$ cat src/rtl/lock_ctrl.sv
// Keypad password lock sequencer: code entry, check, fail/lockout and password change.
// Moore outputs from registered state; '#' at N gives CHECK at N+1 and the verdict at N+2.
module lock_ctrl #(
  parameter int unsigned                PW_LEN      = 4,
  parameter logic [4*PW_LEN-1:0]        DEFAULT_PW  = 16'h1234,
  parameter int unsigned                MAX_FAIL    = 3,
  parameter int unsigned                TIMEOUT_CYC = 500000000,
  parameter int unsigned                MSG_CYC     = 100000000,
  parameter int unsigned                LOCK_CYC    = 1000000000
) (
  input  logic                  clk,
  input  logic                  rst,
  input  logic                  key_en,
  input  logic [3:0]            key_num,
  output logic [4*PW_LEN-1:0]   entry_buf,
  output logic [3:0]            entry_cnt,
  output logic [2:0]            state_o,
  output logic                  unlocked,
  output logic                  error,
  output logic                  alarm,
  output logic [2:0]            fail_cnt,
  output logic                  pw_saved
);
  localparam int W = 4 * PW_LEN;
  localparam logic [31:0] T_IDLE = 32'(TIMEOUT_CYC - 1);
  localparam logic [31:0] T_MSG  = 32'(MSG_CYC - 1);
  localparam logic [31:0] T_LOCK = 32'(LOCK_CYC - 1);
  localparam logic [3:0]  K_A = 4'hA, K_B = 4'hB, K_STAR = 4'hE, K_HASH = 4'hF;

  typedef enum logic [2:0] {
    S_IDLE = 3'd0, S_ENTER = 3'd1, S_CHECK = 3'd2, S_OPEN = 3'd3,
    S_FAIL = 3'd4, S_LOCK  = 3'd5, S_SET   = 3'd6
  } state_t;

  state_t         state_q, state_d;
  logic [W-1:0]   buf_q, buf_d, pw_q, pw_d;
  logic [3:0]     cnt_q, cnt_d;
  logic [31:0]    timer_q, timer_d;
  logic [2:0]     fail_q, fail_d;
  logic           saved_q, saved_d;
  logic           is_dig, expired, full;
  logic [W+3:0]   shifted;

  always_ff @(posedge clk or posedge rst) begin
    if (rst) begin
      state_q <= S_IDLE;
      buf_q   <= '0;
      cnt_q   <= '0;
      timer_q <= '0;
      fail_q  <= '0;
      pw_q    <= DEFAULT_PW;
      saved_q <= 1'b0;
    end else begin
      state_q <= state_d;
      buf_q   <= buf_d;
      cnt_q   <= cnt_d;
      timer_q <= timer_d;
      fail_q  <= fail_d;
      pw_q    <= pw_d;
      saved_q <= saved_d;
    end
  end

  assign is_dig  = key_num <= 4'd9;
  assign expired = timer_q == 32'd0;
  assign full    = cnt_q == 4'(PW_LEN);
  assign shifted = {buf_q, key_num};

  always_comb begin
    state_d = state_q;
    buf_d   = buf_q;
    cnt_d   = cnt_q;
    fail_d  = fail_q;
    pw_d    = pw_q;
    saved_d = 1'b0;
    timer_d = expired ? 32'd0 : timer_q - 32'd1;
    // Digits past PW_LEN are dropped but still count as activity for the timer.
    if (key_en && is_dig && !full && (state_q == S_IDLE || state_q == S_ENTER || state_q == S_SET)) begin
      buf_d = shifted[W-1:0];
      cnt_d = cnt_q + 4'd1;
    end
    case (state_q)
      S_IDLE: begin
        if (key_en && is_dig) begin
          state_d = S_ENTER;
          timer_d = T_IDLE;
        end
      end
      S_ENTER: begin
        if (key_en && is_dig) begin
          timer_d = T_IDLE;
        end else if (key_en && key_num == K_STAR) begin
          buf_d = '0; cnt_d = '0; state_d = S_IDLE;
        end else if (key_en && key_num == K_HASH) begin
          state_d = S_CHECK;
        end else if (expired) begin
          buf_d = '0; cnt_d = '0; state_d = S_IDLE;
        end
      end
      S_CHECK: begin
        buf_d = '0;
        cnt_d = '0;
        if (full && buf_q == pw_q) begin
          fail_d  = '0;
          state_d = S_OPEN;
          timer_d = T_IDLE;
        end else begin
          fail_d = fail_q + 3'd1;
          if (fail_q + 3'd1 == 3'(MAX_FAIL)) begin
            state_d = S_LOCK;
            timer_d = T_LOCK;
          end else begin
            state_d = S_FAIL;
            timer_d = T_MSG;
          end
        end
      end
      S_FAIL: if (expired) state_d = S_IDLE;
      S_LOCK: begin
        if (expired) begin
          fail_d  = '0;
          state_d = S_IDLE;
        end
      end
      S_OPEN: begin
        if (key_en && (key_num == K_B || key_num == K_HASH)) begin
          state_d = S_IDLE;
        end else if (key_en && key_num == K_A) begin
          buf_d = '0; cnt_d = '0; state_d = S_SET; timer_d = T_IDLE;
        end else if (expired) begin
          state_d = S_IDLE;
        end
      end
      S_SET: begin
        if (key_en && is_dig) begin
          timer_d = T_IDLE;
        end else if (key_en && key_num == K_HASH && full) begin
          pw_d = buf_q; saved_d = 1'b1;
          buf_d = '0; cnt_d = '0; state_d = S_OPEN; timer_d = T_IDLE;
        end else if (key_en && key_num == K_STAR) begin
          buf_d = '0; cnt_d = '0; timer_d = T_IDLE;
          if (cnt_q == 4'd0) state_d = S_OPEN;
        end else if (expired) begin
          buf_d = '0; cnt_d = '0; state_d = S_OPEN; timer_d = T_IDLE;
        end
      end
      default: state_d = S_IDLE;
    endcase
  end

  assign entry_buf = buf_q;
  assign entry_cnt = cnt_q;
  assign state_o   = state_q;
  assign unlocked  = (state_q == S_OPEN) || (state_q == S_SET);
  assign error     = state_q == S_FAIL;
  assign alarm     = state_q == S_LOCK;
  assign fail_cnt  = fail_q;
  assign pw_saved  = saved_q;
endmodule
$ cat config.mk
export PLATFORM = sky130hd
export DESIGN_NAME = lock_ctrl
export DESIGN_NICKNAME = d
export VERILOG_FILES = /design/src/rtl/lock_ctrl.sv
export SDC_FILE = /design/constraint.sdc
export NUM_CORES = 1
export LEC_CHECK = 0
export ABC_CLOCK_PERIOD_IN_PS = 6220
export CAP_MARGIN = 20
export CORE_ASPECT_RATIO = 0.8
export CORE_MARGIN = 2
export CORE_UTILIZATION = 57
export DETAILED_ROUTE_END_ITERATION = 8
export GPL_TIMING_DRIVEN = 0
export PLACE_DENSITY_LB_ADDON = 0.12
export SLEW_MARGIN = 20
export SYNTH_ARGS = -nofsm -noshare
export SYNTH_HDL_FRONTEND = slang
export SYNTH_SLANG_ARGS = --single-unit
$ cat constraint.sdc
create_clock -name clk -period 6.22 [get_ports clk]
set_input_delay 1.244 -clock clk [delete_from_list [all_inputs] [get_ports clk]]
set_output_delay 1.244 -clock clk [all_outputs]
set_load 0.02 [all_outputs]
==> impl_summary.txt <==
----------------------------------------------------
[Worst setup path]
  Startpoint Class ... flip-flop
  Type of the setup path with the least slack ... flip-flop to primary output
  R2R Setup Slk ... 3.05 ns
  Required time worst endpoint ... 4.98 ns
  Kind of end point of the critical path ... primary output
  Arrival time at the worst endpoint ... 2.49 ns
  CP Max Fanout ... 10

[CTS]
  Clock-pin slew on the worst setup and hold paths ... 0.09 ns
  # clock sinks ... 75
  Resized Gates After CTS ... 0
  Insertion delay to the later sink of the worst-skew pair ... 0.36 ns
  TritonCTS buffer count ... 9
  Master cell of the clock root buffer ... clkbuf_8
  Maximum buffer depth of the clock tree ... 2
  Number of setup buffers added after CTS ... 0
  CTS hold repair buffers ... 0
  H-tree levels ... 3
  CTS tree ... done

[Power]
  Clock Power Share ... 23.2%
  Worst-case vdd ir drop ... 0.245 mV
  Sw Ratio ... 39.5%
  Portion of total power attributed to combinational logic ... 36.3%
  Reg power frac ... 40.5%
  Overall power ... 1.71 mW
  Total internal power ... 1.04 mW
  P_sw ... 677 uW
  Leakage power total ... 1.97 nW
  Cell Pwr Density ... 357 nW/um^2

[Route]
  Total DRC errors in the routed layout ... 0
  Number of vias in the routed layout ... 3525
  DR pass1 iterations ... 5
  DRT antenna net count ... 0
  Iteration-0 DRC Markers ... 298
  Number of vias per cell ... 6.14
  Wirelength per Cell ... 17.6 um
  Overall routed net length ... 10.1 mm

[Timing]
  Post-route clock period utilization ... 60.0%
  Worst setup skew after layout ... 0.0109 ns
  Slack of the critical path ... 2.49 ns
  Final hold viol count ... 0
  Upper clock frequency limit ... 0.268 GHz
  Setup TNS after final layout ... 0 ns
  Final critical-path required period ... 3.73 ns
  Number of max-slew violations in the final report ... 0
  Setup repair after global routing missed its margin ... no
  Final setup fails ... 0
  Slew headroom ... 36.2%
  Slew at the pin closest to its max-slew limit ... 0.950 ns

[Synth]
  Syn nets ... 447
  Synth cell count leaders ... dfrtp_1, nand2_1, o21ai_0, xor2_1, a21oi_1
  Synth warnings ... 0
  Area of the mapped netlist ... 4110 sq um
  Mean area per synthesized cell ... 9.45 sq um
  Count leader, synth ... dfrtp_1
  Fraction of registers with async set/reset ... 100%
  Prevailing post-synth register cell ... dfrtp_1
  EDFF count, synth ... 0
  Leading post-synthesis cells by cell area ... dfrtp_1, xor2_1, nand2_1, mux2_2, o21ai_0
  Number of distinct library cells after synthesis ... 49
  Post-synthesis register bit count ... 75
  Post-synthesis cell type with the largest combined area ... dfrtp_1
  Cells after Synth ... 435
  Share of Yosys cell area claimed by the top area cell type ... 42.6%
  Sequential-to-total area share from yosys stat ... 45.8%

[Place]
  Instance count after placement with tap cells included ... 558
  PortBufs ... 35
  Final weighted congestion in routability-driven placement ... 0.898
  Instance area at placement ... 4590 sq um
  HPWL after detailed placement ... 7.27 mm
  Placement Setup Slack ... 1.98 ns

[Global route]
  Wire length of the first global-routing pass ... 16.4 mm
  Initial antenna violation count ... 0
  Leftover overflow at the end of global routing ... 0
  Via count of the first global-routing pass ... 3208
  Total global routing track utilization ... 26.7%
  Maximum number of pins on one net before global-route repair ... 40

[Finish]
  Finished Cell Area ... 4810 sq um
  Post-Layout Cell Count ... 574
  Layout cells sized above 1 ... 10.7%
  Count of nets after finishing ... 494
  Antenna diode count ... 0
  Relative area change from synthesis to final layout ... 16.9%

[Floorplan]
  Die Width ... 99.0 um
  Number of primary I/O pins ... 37
  Number of rows in the core area ... 27
  Effective utilization at floorplan ... 59.4%
  Die ar. ... 7920 sq um
  Floorplan core area ... 6930 sq um
  Die span in y ... 80.0 um

[Hold path]
  Class of the tightest hold or removal check ... flip-flop to flip-flop

[Run]
  Number of max-cap violations ... 0

[Outcome]
  Outcome ... complete, no violations

----------------------------------------------------
## registers in the layout (all words and copies together) (netlist names)
| name | flops |
|---|---|
| entry_buf | 16 |
| entry_cnt | 4 |
| fail_cnt | 3 |
| pw_q | 16 |
| pw_saved | 1 |
| state_o | 3 |
| timer_q | 32 |
## stage by stage
| step | hold WS [ns] | utilization [%] |
|---|---|---|
| floorplan | 0.463 | - |
| global placement | 0.489 | 66.0 |
| detailed placement | 0.500 | 66.3 |
| CTS | 0.511 | 69.3 |
| global route | 0.555 | 69.4 |
| finish | 0.513 | 69.4 |
## cells in the final DEF (no fill, tap or decap), types with 7 or more instances in the layout
| cell | n |
|---|---|
| nor4_1 | 9 |
| nand3_1 | 8 |
| or4_1 | 7 |
| a21oi_1 | 27 |
| nor2_1 | 25 |
| o22ai_1 | 9 |
| clkbuf_8 | 9 |
| dfrtp_1 | 70 |
| o21ai_0 | 35 |
| nand2_1 | 60 |
| mux2_2 | 16 |
| xnor2_1 | 17 |
| clkdlybuf4s50_1 | 35 |
| nor2b_1 | 8 |
| nor3_1 | 14 |
| clkbuf_1 | 15 |
| inv_1 | 7 |
| xor2_1 | 29 |
## layer usage
metal / vias to the layer above / track usage (%) / part of all wire, %
met5: - / 0 / 0
met4: 0 / 5.62 / 0.89
met3: 14 / 5.78 / 7.9
met2: 171 / 37.7 / 43
met1: 1719 / 42.0 / 48
li1: 1621 / - / -
## logic make-up (layout without fill, tap and decap cells)
group                    Yosys count  after routing  synth area share, %
flip-flops                        75             75                 45.8
AO/OA/AOI/OAI                     96             96                 14.0
XOR/XNOR                          46             46                 9.80
adder cells (fa/ha/maj)            5              5                 1.52
AND/OR/NAND/NOR                  168            168                 21.1
multiplexers                      18             18                 4.87
buffers and inverters             27             79                 3.01
## critical path, stage by stage (launching register included)
cell             delay [ns]
dfrtp_1                0.37
clkbuf_1               0.36
nor2b_1                0.39
nand2_1                0.25
nand2_1                0.15
clkdlybuf4s50_1        0.61
## final timing paths
check / cells past startpoint / from / to
min in group asynchronous: 2 / rst / entry_cnt[2]
max in group asynchronous: 3 / rst / timer_q[12]
hold reg to reg: 1 / timer_q[0] / timer_q[0]
setup / recovery: 5 / state_o[1] / unlocked
hold / removal: 1 / timer_q[0] / timer_q[0]
setup reg to reg: 6 / timer_q[24] / timer_q[26]
## power by group through the flow
stage	logic [mW]	clock network, mW	registers, mW
floorplan	0.344	0	0.734
global placement	0.601	0	0.696
detailed placement	0.614	0	0.700
CTS	0.619	0.399	0.692
global route	0.680	0.419	0.709
finish	0.622	0.398	0.695
## layout make-up
type,instances,area (sq um)
inverter,8,32.5
multi-input combinational,333,2110
clock buffer,9,124
tap,87,109
clock inverter,7,81.3
timing repair buffer,36,370
sequential,75,1880
buffer,19,93.8
fill,559,2120
(Power assumes the default switching activity.)
